## config.mk

```make
export PLATFORM = sky130hd
export DESIGN_NAME = auto_drive_scheduler_flat
export DESIGN_NICKNAME = d
export VERILOG_FILES = /design/src/rtl/auto_drive_scheduler_if.sv /design/src/rtl/auto_drive_scheduler.sv /design/src/flat_wrapper.sv
export SDC_FILE = /design/constraint.sdc
export NUM_CORES = 1
export LEC_CHECK = 0
export CAP_MARGIN = 20
export CORE_MARGIN = 1.5
export CORE_UTILIZATION = 51
export DETAILED_ROUTE_END_ITERATION = 12
export PLACE_DENSITY_LB_ADDON = 0.12
export SYNTH_ARGS = -nofsm -noshare
export SYNTH_HDL_FRONTEND = slang
export SYNTH_SLANG_ARGS = --single-unit
```

## constraint.sdc

```tcl
create_clock -name clk -period 1.94 [get_ports clk]
set_input_delay 0.291 -clock clk [delete_from_list [all_inputs] [get_ports clk]]
set_output_delay 0.291 -clock clk [all_outputs]
set_load 0.02 [all_outputs]
```

## src/rtl/auto_drive_scheduler_if.sv

```systemverilog
// Handshake bundle between the autonomous driving scheduler and its surroundings:
// enable and detector inputs, auto_turning busy flag, and the drive/trigger/status outputs.
interface auto_drive_scheduler_if;
    logic       enable;
    logic       detector_front;
    logic       detector_left;
    logic       detector_right;
    logic       is_turning;
    logic       move_forward;
    logic       trigger_turn_left;
    logic       trigger_turn_right;
    logic       trigger_turn_back;
    logic       busy;
    logic [2:0] state;
    logic [7:0] turn_count;

    // Environment side: drives enable, detectors and is_turning, observes the scheduler.
    modport master (
        output enable, detector_front, detector_left, detector_right, is_turning,
        input  move_forward, trigger_turn_left, trigger_turn_right, trigger_turn_back,
        input  busy, state, turn_count
    );

    // Scheduler side.
    modport slave (
        input  enable, detector_front, detector_left, detector_right, is_turning,
        output move_forward, trigger_turn_left, trigger_turn_right, trigger_turn_back,
        output busy, state, turn_count
    );
endinterface

```

## src/rtl/auto_drive_scheduler.sv

```systemverilog
// Autonomous drive sequencer sitting above auto_turning: cruises forward, debounces the
// front detector, settles, picks a turn direction from the side detectors, fires a
// one-cycle trigger, retries until auto_turning acknowledges, then drives straight out
// of the turn before re-arming. All outputs are registered from the next-state values.
module auto_drive_scheduler #(
    parameter int DEBOUNCE     = 5,
    parameter int SETTLE_TICKS = 50,
    parameter int ACK_TIMEOUT  = 8,
    parameter int EXIT_TICKS   = 250
) (
    input  logic                         clk,
    input  logic                         rst_n,
    auto_drive_scheduler_if.slave        bus
);

    typedef enum logic [2:0] {
        S_IDLE      = 3'd0,
        S_CRUISE    = 3'd1,
        S_SETTLE    = 3'd2,
        S_FIRE      = 3'd3,
        S_WAIT_ACK  = 3'd4,
        S_WAIT_DONE = 3'd5,
        S_EXIT      = 3'd6
    } state_e;

    typedef enum logic [1:0] {
        DIR_LEFT  = 2'd0,
        DIR_RIGHT = 2'd1,
        DIR_BACK  = 2'd2
    } dir_e;

    // Terminal counts: a counter holding value N-1 marks the last cycle of an N-cycle phase.
    localparam logic [15:0] DEB_LAST    = 16'(DEBOUNCE - 1);
    localparam logic [15:0] SETTLE_LAST = 16'(SETTLE_TICKS - 1);
    localparam logic [15:0] ACK_LAST    = 16'(ACK_TIMEOUT - 1);
    localparam logic [15:0] EXIT_LAST   = 16'(EXIT_TICKS - 1);

    state_e      state_q, state_d;
    dir_e        dir_q, dir_d;
    logic [15:0] deb_q, deb_d;
    logic [15:0] tick_q, tick_d;
    logic [7:0]  turn_count_q, turn_count_d;
    logic        move_forward_q, move_forward_d;
    logic        trig_left_q, trig_left_d;
    logic        trig_right_q, trig_right_d;
    logic        trig_back_q, trig_back_d;
    logic        busy_q, busy_d;

    // Next-state, counters, direction latch and completed-turn count.
    always_comb begin
        state_d      = state_q;
        dir_d        = dir_q;
        deb_d        = deb_q;
        tick_d       = tick_q;
        turn_count_d = turn_count_q;

        if (!bus.enable) begin
            // Leaving auto mode abandons any turn in progress without counting it.
            state_d = S_IDLE;
            deb_d   = '0;
            tick_d  = '0;
        end else begin
            case (state_q)
                S_IDLE: begin
                    state_d = S_CRUISE;
                    deb_d   = '0;
                    tick_d  = '0;
                end
                S_CRUISE: begin
                    if (bus.detector_front) begin
                        if (deb_q >= DEB_LAST) begin
                            state_d = S_SETTLE;
                            deb_d   = '0;
                            tick_d  = '0;
                        end else begin
                            deb_d = deb_q + 16'd1;
                        end
                    end else begin
                        deb_d = '0;
                    end
                end
                S_SETTLE: begin
                    if (tick_q >= SETTLE_LAST) begin
                        state_d = S_FIRE;
                        tick_d  = '0;
                        // Left has priority; both sides blocked means turn back.
                        if (!bus.detector_left) begin
                            dir_d = DIR_LEFT;
                        end else if (!bus.detector_right) begin
                            dir_d = DIR_RIGHT;
                        end else begin
                            dir_d = DIR_BACK;
                        end
                    end else begin
                        tick_d = tick_q + 16'd1;
                    end
                end
                S_FIRE: begin
                    state_d = S_WAIT_ACK;
                    tick_d  = '0;
                end
                S_WAIT_ACK: begin
                    // An acknowledge arriving on the timeout cycle wins over a re-fire.
                    if (bus.is_turning) begin
                        state_d = S_WAIT_DONE;
                        tick_d  = '0;
                    end else if (tick_q >= ACK_LAST) begin
                        state_d = S_FIRE;
                        tick_d  = '0;
                    end else begin
                        tick_d = tick_q + 16'd1;
                    end
                end
                S_WAIT_DONE: begin
                    if (!bus.is_turning) begin
                        state_d      = S_EXIT;
                        tick_d       = '0;
                        turn_count_d = turn_count_q + 8'd1;
                    end
                end
                S_EXIT: begin
                    // Detectors are ignored here; CRUISE restarts debouncing from zero.
                    if (tick_q >= EXIT_LAST) begin
                        state_d = S_CRUISE;
                        tick_d  = '0;
                        deb_d   = '0;
                    end else begin
                        tick_d = tick_q + 16'd1;
                    end
                end
                default: begin
                    state_d = S_IDLE;
                    deb_d   = '0;
                    tick_d  = '0;
                end
            endcase
        end
    end

    // Registered outputs are decoded from the next state so they line up with state_q.
    always_comb begin
        move_forward_d = (state_d == S_CRUISE) || (state_d == S_EXIT);
        trig_left_d    = (state_d == S_FIRE) && (dir_d == DIR_LEFT);
        trig_right_d   = (state_d == S_FIRE) && (dir_d == DIR_RIGHT);
        trig_back_d    = (state_d == S_FIRE) && (dir_d == DIR_BACK);
        busy_d         = (state_d == S_SETTLE) || (state_d == S_FIRE) ||
                         (state_d == S_WAIT_ACK) || (state_d == S_WAIT_DONE);
    end

    // State, counters and output registers with synchronous active-low reset.
    always_ff @(posedge clk) begin
        if (!rst_n) begin
            state_q        <= S_IDLE;
            dir_q          <= DIR_LEFT;
            deb_q          <= '0;
            tick_q         <= '0;
            turn_count_q   <= '0;
            move_forward_q <= 1'b0;
            trig_left_q    <= 1'b0;
            trig_right_q   <= 1'b0;
            trig_back_q    <= 1'b0;
            busy_q         <= 1'b0;
        end else begin
            state_q        <= state_d;
            dir_q          <= dir_d;
            deb_q          <= deb_d;
            tick_q         <= tick_d;
            turn_count_q   <= turn_count_d;
            move_forward_q <= move_forward_d;
            trig_left_q    <= trig_left_d;
            trig_right_q   <= trig_right_d;
            trig_back_q    <= trig_back_d;
            busy_q         <= busy_d;
        end
    end

    assign bus.state              = state_q;
    assign bus.turn_count         = turn_count_q;
    assign bus.move_forward       = move_forward_q;
    assign bus.trigger_turn_left  = trig_left_q;
    assign bus.trigger_turn_right = trig_right_q;
    assign bus.trigger_turn_back  = trig_back_q;
    assign bus.busy               = busy_q;

endmodule

```

## src/flat_wrapper.sv

```systemverilog
// flat-port wrapper written by rule: the top's interface ports become plain ports
module auto_drive_scheduler_flat 
#(
    parameter int DEBOUNCE     = 5,
    parameter int SETTLE_TICKS = 50,
    parameter int ACK_TIMEOUT  = 8,
    parameter int EXIT_TICKS   = 250
)
  (clk, rst_n, bus_enable, bus_detector_front, bus_detector_left, bus_detector_right, bus_is_turning, bus_move_forward, bus_trigger_turn_left, bus_trigger_turn_right, bus_trigger_turn_back, bus_busy, bus_state, bus_turn_count);
  auto_drive_scheduler_if bus_i ();
  input  logic clk;
  input  logic rst_n;
  input wire logic [$bits(bus_i.enable)-1:0] bus_enable;
  input wire logic [$bits(bus_i.detector_front)-1:0] bus_detector_front;
  input wire logic [$bits(bus_i.detector_left)-1:0] bus_detector_left;
  input wire logic [$bits(bus_i.detector_right)-1:0] bus_detector_right;
  input wire logic [$bits(bus_i.is_turning)-1:0] bus_is_turning;
  output wire logic [$bits(bus_i.move_forward)-1:0] bus_move_forward;
  output wire logic [$bits(bus_i.trigger_turn_left)-1:0] bus_trigger_turn_left;
  output wire logic [$bits(bus_i.trigger_turn_right)-1:0] bus_trigger_turn_right;
  output wire logic [$bits(bus_i.trigger_turn_back)-1:0] bus_trigger_turn_back;
  output wire logic [$bits(bus_i.busy)-1:0] bus_busy;
  output wire logic [$bits(bus_i.state)-1:0] bus_state;
  output wire logic [$bits(bus_i.turn_count)-1:0] bus_turn_count;
  assign bus_i.enable = bus_enable;
  assign bus_i.detector_front = bus_detector_front;
  assign bus_i.detector_left = bus_detector_left;
  assign bus_i.detector_right = bus_detector_right;
  assign bus_i.is_turning = bus_is_turning;
  assign bus_move_forward = bus_i.move_forward;
  assign bus_trigger_turn_left = bus_i.trigger_turn_left;
  assign bus_trigger_turn_right = bus_i.trigger_turn_right;
  assign bus_trigger_turn_back = bus_i.trigger_turn_back;
  assign bus_busy = bus_i.busy;
  assign bus_state = bus_i.state;
  assign bus_turn_count = bus_i.turn_count;
  auto_drive_scheduler #(.DEBOUNCE(DEBOUNCE), .SETTLE_TICKS(SETTLE_TICKS), .ACK_TIMEOUT(ACK_TIMEOUT), .EXIT_TICKS(EXIT_TICKS)) u_core (.clk(clk), .rst_n(rst_n), .bus(bus_i));
endmodule
```

## Word level (Yosys, flattened, before mapping)

Cells that the tools add are included.

| storage, ports and cells | value |
|---|---|
| bits in registers | 50 |
| logic and storage cells | 77 |
| output and inout bits | 16 |
| bits of input ports | 7 |

| operators by class | value |
|---|---|
| equality and inequality tests | 18 |
| add/subtract/negate cells | 3 |
| reductions and logical operators | 14 |
| order comparisons | 4 |
| bitwise logic cells | 2 |
| muxes and demuxes | 26 |

Operator list:

| kind | count |
|---|---|
| two-way mux 16 bit | 10 |
| one-hot mux 16 bit (5 select lines) | 1 |
| one-hot mux 16 bit (3 select lines) | 1 |
| adder 16 x 1 -> 16 bit (second input constant) | 2 |
| >= comparator 16 x 3 -> 1 bit (second input constant) | 2 |
| two-way mux 3 bit | 8 |
| one-hot mux 3 bit (7 select lines) | 1 |
| == test 3 bit (second input constant) | 6 |
| >= comparator 16 x 6 -> 1 bit (second input constant) | 1 |
| >= comparator 16 x 8 -> 1 bit (second input constant) | 1 |
| == test 3 x 2 -> 1 bit (second input constant) | 4 |
| two-way mux 2 bit | 5 |
| adder 8 x 1 -> 8 bit (second input constant) | 1 |
| == test 3 x 1 -> 1 bit (second input constant) | 2 |
| AND reduction 3 bit | 2 |
| logical OR 1 bit | 4 |
| inequality test 2 x 1 -> 1 bit (second input constant) | 2 |
| inequality test 2 bit (second input constant) | 2 |
| AND reduction 2 bit | 2 |
| OR reduction 4 bit | 1 |
| logical AND 1 bit | 3 |
| logical NOT 3 bit | 1 |
| == test 2 x 1 -> 1 bit (second input constant) | 1 |
| == test 2 bit (second input constant) | 1 |
| other kinds (2) | 3 |

## Logic depth before layout (Yosys ltp)

Gate-level depths: netlist (run 1).

| depth | value |
|---|---|
| depth after elaboration | 9 |
| mapped depth | 10 |

## Worst setup path before layout (run 1)

Ideal clock, no wire load.

| timing path | value |
|---|---|
| kind | register to register |
| start | register u_core.tick_q[0] |
| end | register u_core.tick_q[11] |
| required time | 1.823 ns |
| arrival time | 1.947 ns |
| path slack | -0.124 ns |
| stages on the path, launching flop included | 10 |
| clock period less this slack | 2.064 ns |
| library setup time | 0.117 ns |
| cells stage by stage | dfxtp_1 inv_1 ha_1 nor3b_1 o311ai_4 or2_4 o31ai_2 o311ai_4 buf_6 nor2_2 |

| between the ends | value |
|---|---|
| longest elaborated chain between the ends | 4 |
| elaborated cells on any way between the ends | 9 |

RTL lines:

| element | RTL line | RTL |
|---|---|---|
| start: declaration | auto_drive_scheduler.sv:41 | `logic [15:0] tick_q, tick_d;` |
| start signal: assignment | auto_drive_scheduler.sv:167 | `tick_q <= tick_d;` |
| adder 16 x 1 -> 16 bit / >= comparator 16 x 3 -> 1 bit (equally long branches) | n/a |  |
| two-way mux 16 bit | auto_drive_scheduler.sv:107 | `end else if (tick_q >= ACK_LAST) begin` |
| two-way mux 16 bit | auto_drive_scheduler.sv:104 | `if (bus.is_turning) begin` |
| one-hot mux 16 bit (5 select lines) * | auto_drive_scheduler.sv:63 | `case (state_q)` |

Mark *: on every way between the ends. The rest lies on a longest branch, timed or not.
A chain may end at the register's enable or synchronous reset.

## Worst setup path after layout (run 1)

| timing path | value |
|---|---|
| start | register u_core.tick_q[0] |
| end | register u_core.tick_q[5] |

Same word-level chain as after synthesis.

==> impl_metrics.toml, run 1 <==
[global_routing]
grt_start_max_net_pins = 17
track_usage_pct = 21.2
antenna_found_initial = 0
first_global_vias = 1951
overflow = 0
grt_pass1_wl_mm = 8.89

[logic_synthesis]
syn_area_um2 = 2500
synthCells = 264
ys_seq_area_share_pct = 40.1
synthFlopType = "dfxtp_1"
netlist.area_leader.share_pct = 40.1
ys_types = 56
synthArstFlopShare_pct = 0
ys.warnings.count = 0
synth_top_cell_by_area = "dfxtp_1"
postSynthAreaPerCell_um2 = 9.46
synth_seq_cells = 50
synthTopCellsByArea = "dfxtp_1, nor2_1, xnor2_1, ha_1, nand2_1"
synth_fp_nets = 277
synth_enable_flop_cells = 0

[clocking]
clkTransAtPathRegs_ps = 90
max-clock-path-buffers = 2
cts_made_buffers = 5
cts_tree = "yes"
clock_latency_ps = 300
cts_root_buffer = "clkbuf_8"
htreeDepth = 2
ctsHoldBuffers = 0
clock-sinks = 50

[placed_design]
place_area_um2 = 2970
dp.cells = 373
pre_cts_ws_ps = -218
place.gp.congestion = 0.888
dp_hpwl_mm = 3.50
numPortBuffers = 22

[power_and_ir_drop]
irDropWorstVdd_mv = 0.383
p_leak_nw = 1.24
p_total_mw = 1.85
cellPowerDensity_nw_per_um2 = 552

[drt]
vias_per_cell = 5.28
vias = 2049
ant_nets = 0
wl_per_cell_um = 13.6
drtIter0Drc = 115
dr.pass1.iters = 4
drc = 0
totalWireLength_mm = 5.27

[die]
start_util_pct = 52.9
core_um2 = 4720
dieHeight_um = 73.0
io_pins = 23
num_rows = 25
chipWidth_um = 73.0
die-area_um2 = 5330

[layout]
syn2layout_area_growth_pct = 34.1
antenna_cells = 0
fin_area_um2 = 3350
finish.utilization_pct = 70.9
nets = 333
fin_cells = 388
drive_gt1_share_pct = 31.2

[critical_path]
arrival_ps = 2280
cp_max_fo = 8
critical_path_required_ps = 2140
start_kind = "flip-flop"
critical_path_class = "reg2reg"
critPathCaptureType = "flip-flop"

[sta]
rsz0062_at_grt = "true"
timing.final.ws_setup_ps = -138
fmax_mhz = 481
final_max_slew_viol_count = 0
setup_viol = 23
holdWs_ps = 501
final.setup.tns_ps = -1420
hold_violations = 0
finClkSkew_ps = 7.07
period_minus_slack_ps = 2080
relSlewSlack_pct = 71.7
finalCritPeriodShare_pct = 107
worst_pin_slew_ps = 422

[hold_path]
worstHoldPathType = "reg2reg"

[flow_run]
cap_violations = 0

[run_status]
status = "finished, violations left"
violations = "negative setup slack"
cell usage in the layout, fill, tap and decap left out, types with 5 or more instances in the layout:
cell             Yosys  routed
and2_1               7       7
clkdlybuf4s50_1      0      22
nand2_1             17      16
xnor2_1             12      12
a31oi_1              8       6
nor2_1              33      30
nor2b_1              5       5
nor2_4               0       9
nand3_1              7       5
inv_1                9       7
nor3_1              10       6
dfxtp_1             50      48
clkbuf_8             0       5
a21oi_1              9       9
and3_1               5       5
buf_4                2      34
registers in the layout, indices dropped and copies added, names as in the netlist:
name and count:
u_core.bus.move_forward 1, u_core.bus.state 3, u_core.tick_q 16, u_core.bus.busy 1, u_core.deb_q 16, u_core.bus.trigger_turn_right 1, u_core.bus.turn_count 8, u_core.bus.trigger_turn_left 1
u_core.bus.trigger_turn_back 1, u_core.dir_q 2
where the power goes:
| group | switching [mW] | leakage, nW | internal [mW] | total [mW] |
|---|---|---|---|---|
| Clock | 0.330 | 0.0524 | 0.386 | 0.716 |
| Sequential | 0.00461 | 0.404 | 1.03 | 1.03 |
| Combinational | 0.0514 | 0.784 | 0.0517 | 0.103 |
| Total | 0.386 | 1.24 | 1.47 | 1.85 |
final timing paths:
check                                   startpoint                                    end  slack, ps  cells past startpoint
max                  u_core.tick_q[0]$_SDFFE_PN0P_          u_core.tick_q[5]$_SDFFE_PN0P_       -140                     10
min          u_core.bus.turn_count[7]$_SDFFE_PN0P_  u_core.bus.turn_count[7]$_SDFFE_PN0P_        500                      2
min reg2reg  u_core.bus.turn_count[7]$_SDFFE_PN0P_  u_core.bus.turn_count[7]$_SDFFE_PN0P_        500                      2
max reg2reg          u_core.tick_q[0]$_SDFFE_PN0P_          u_core.tick_q[5]$_SDFFE_PN0P_       -140                     10
synthesized netlist by cell type (3+ instances only):
cell	n
nand4_1	4
nor2_2	10
o21ai_0	4
nor3b_1	3
and3_1	5
a21oi_1	9
nor2_1	33
nand3_1	7
a41oi_1	4
nor2b_1	5
a31oi_1	8
and2_1	7
inv_1	9
xor2_1	3
nor3_1	10
buf_6	4
mux2i_1	4
dfxtp_1	50
and4_1	3
xnor2_1	12
ha_1	6
nor4_2	4
nand2_1	17
final cells by class:
class                      count  area, um2
clock buffer                   7       76.3
clock inverter                 1       30.0
fill                         359       1370
inverter                       9       36.3
multi-input combinational    196       1610
sequential                    50       1010
tap                           67       83.8
timing repair buffer          58        507
cell families (layout without fill, tap and decap cells):
family | count (synthesis) | after routing | share of synthesized area, %
buf+inv | 18 | 75 | 4.31
flops | 50 | 50 | 40.1
mux | 4 | 4 | 1.60
simple gates | 126 | 126 | 30.3
xor+xnor | 15 | 15 | 5.26
fa+ha+maj | 6 | 6 | 3.00
compound gates | 45 | 45 | 15.5
critical path, stage by stage, from the launching register on:
cell and delay [ps]:
dfxtp_4 390, inv_4 40, ha_4 150, nor3b_4 150, o311ai_4 320, or2_4 210, o31ai_4 80, o311ai_4 250
buf_4 180, buf_12 140, nor2_1 60
metal layers:
layer | vias to the layer above | wire length (um) | GRT usage [%]
li1 | 1049 | - | -
met2 | 34 | 2560 | 35.1
met4 | 0 | 53 | 5.66
met1 | 961 | 2500 | 28.8
met3 | 5 | 159 | 3.31
met5 | - | 0 | 0
timing repair:
action,in CTS,in global routing
endpoints found under the setup margin,26,39
pin swaps,16,10
cloned,1,0
resized for setup,27,16
setup buffers,5,3
(Power assumes the default switching activity.)
==> inputs of run 2 (changes only) <==
--- a/config.mk
+++ b/config.mk
@@ -6,7 +6,7 @@
 export NUM_CORES = 1
 export LEC_CHECK = 0
 export CAP_MARGIN = 20
-export CORE_MARGIN = 1.5
+export CORE_MARGIN = 1
 export CORE_UTILIZATION = 51
 export DETAILED_ROUTE_END_ITERATION = 12
 export PLACE_DENSITY_LB_ADDON = 0.12
==> run 2 against run 1 <==
Compared with the run above: the flow still finishes with violations (negative setup slack); largest power group unchanged; worst setup slack gained 120 ps; combinational power grew 9%; critical endpoint is now u_core.bus.trigger_turn_right$_SDFF_PN0_; clock-buffer cell count shrank 1; first-iteration DRC count shrank 25%; critical path depth shrank 4; core utilization grew 1.5 points.
==> impl_metrics.toml, run 2 (synthesis gave the netlist of run 1 again) <==
[hold_path]
hp-start = "u_core.bus.turn_count[7]$_SDFFE_PN0P_"
min_to = "u_core.bus.turn_count[7]$_SDFFE_PN0P_"
min_path_cells = 2
worstHoldPathType = "reg2reg"

[global_routing]
track_usage_pct = 20.3
grt_start_max_net_pins = 17
overflow = 0
first_global_vias = 1872
antenna_found_initial = 0
grt_pass1_wl_mm = 8.33

[sta]
rsz0062_at_grt = "true"
period_minus_slack_ps = 1960
hold_violations = 0
final_max_slew_viol_count = 0
fmax_mhz = 511
worst_pin_slew_ps = 713
relSlewSlack_pct = 52.1
finalCritPeriodShare_pct = 101
holdWs_ps = 500
final.setup.tns_ps = -17.4
finClkSkew_ps = 4.58
setup_viol = 1
timing.final.ws_setup_ps = -17.4

[power_and_ir_drop]
irDropWorstVdd_mv = 0.508
combPwrFrac_pct = 6.3
switching_share_pct = 22.7
p_leak_nw = 1.26
p_clk_share_pct = 35.5
cellPowerDensity_nw_per_um2 = 518
p_switching_mw = 0.403
p_seq_share_pct = 58.2
intPower_mw = 1.37

[die]
num_rows = 25
die-area_um2 = 5180
core_um2 = 4720
start_util_pct = 52.9
io_pins = 23
dieHeight_um = 72.0
chipWidth_um = 72.0

[layout]
fillers = 349
syn2layout_area_growth_pct = 36.9
nets = 339
finish.utilization_pct = 72.4
final_common_cell = "dfxtp_1"
final_cell_mix = "dfxtp_1, buf_4, nor2_1"
antenna_cells = 0
fin_area_um2 = 3420
drive_gt1_share_pct = 35.8

[critical_path]
r2r-start = "u_core.deb_q[6]$_SDFFE_PN0P_"
worst-path-buf-inv = 0
critical_path_required_ps = 2170
critical_path_class = "reg2reg"
worstReg2RegEnd = "u_core.bus.trigger_turn_right$_SDFF_PN0_"
r2r_slack_ps = -20
crit_slowest_cell = "a211o_4"
cp_max_fo = 4
slowest_delay_ps = 410
start_kind = "flip-flop"
arrival_ps = 2190
critPathCaptureType = "flip-flop"
path_cells = "nor4_2 > nand4_2 > a211o_4 > a41oi_2 > nand3_2 > nor3_2"
crit_family = "simple AND/OR/NAND/NOR gates"
ff2ff_path_depth = 6

[flow_run]
cap_violations = 0

[drt]
totalWireLength_mm = 5.42
drtIter0Drc = 86
dr.pass1.iters = 4
wl_met3_um = 158
met1_length_mm = 2.59
vias_per_cell = 5.40
routed.top_layer = "met4"
drc = 0
wl_met2_mm = 2.60
ant_nets = 0
vias = 2128
wl_per_cell_um = 13.7

[clocking]
ctsHoldBuffers = 0
clkTransAtPathRegs_ps = 90
cts_tree = "yes"
max-clock-path-buffers = 2
htreeDepth = 2
clock_latency_ps = 300
cts_root_buffer = "clkbuf_8"
cts_made_buffers = 5
clock-sinks = 50

[run_status]
violations = "negative setup slack"
status = "finished, violations left"

[placed_design]
numPortBuffers = 22
pre_cts_ws_ps = -236
dp_hpwl_mm = 3.53
place_area_um2 = 2970
place.gp.congestion = 0.891
run 2: timing repair:
action | CTS | global route
pin swaps | 4 | 27
gates cloned | 1 | 1
buffers inserted | 5 | 8
endpoints found under the setup margin | 25 | 40
endpoints found under the hold margin | 0 | 0
resized for setup | 13 | 42
run 2: power by group through the flow:
stage,registers (mW),logic (mW),clock network (mW)
2_1_floorplan,1.06,0.0448,0
3_3_place_gp,1.06,0.0891,0
3_5_place_dp,1.06,0.0895,0
4_1_cts,1.03,0.0978,0.646
5_1_grt,1.03,0.120,0.683
6_report,1.03,0.112,0.629
run 2: worst max-delay path by stage:
stage                                       start                                       end  slack [ps]  cells after the start
global placement                   bus_is_turning        u_core.bus.move_forward$_SDFF_PN0_        -170                      6
floorplan           u_core.tick_q[0]$_SDFFE_PN0P_            u_core.tick_q[11]$_SDFFE_PN0P_           2                      9
detailed placement                 bus_is_turning  u_core.bus.trigger_turn_right$_SDFF_PN0_        -240                      6
global route        u_core.tick_q[0]$_SDFFE_PN0P_             u_core.deb_q[15]$_SDFFE_PN0P_        -140                     10
CTS                 u_core.tick_q[1]$_SDFFE_PN0P_             u_core.deb_q[15]$_SDFFE_PN0P_         -40                     10
finish               u_core.deb_q[6]$_SDFFE_PN0P_  u_core.bus.trigger_turn_right$_SDFF_PN0_         -20                      6
run 2: per-stage QoR:
stage	total power, mW	std cells
6_report	1.77	394
3_5_place_dp	1.15	373
5_1_grt	1.84	394
2_1_floorplan	1.10	264
3_3_place_gp	1.15	373
4_1_cts	1.78	387
run 2: final cells by class:
| cell class | instances | area [um2] | area share, % |
|---|---|---|---|
| clock buffers | 6 | 82.6 | 2.41 |
| clock inverters | 2 | 12.5 | 0.366 |
| inverters | 9 | 36.3 | 1.06 |
| multi-input cells | 197 | 1650 | 48.2 |
| flip-flops and latches | 50 | 1010 | 29.6 |
| well taps | 67 | 83.8 | 2.45 |
| repair buffers | 63 | 543 | 15.9 |
run 2: metal layers:
| metal | global-route usage (%) | up-vias |
|---|---|---|
| li1 | - | 1070 |
| met3 | 4.31 | 6 |
| met1 | 27.1 | 1020 |
| met4 | 7.63 | 0 |
| met5 | 0 | - |
| met2 | 32.5 | 32 |
run 2: worst reg2reg max path, stage by stage, from the launching register on:
cell and delay, ps:
dfxtp_2 340, nor4_2 320, nand4_2 230, a211o_4 410
a41oi_2 230, nand3_2 160, nor3_2 200
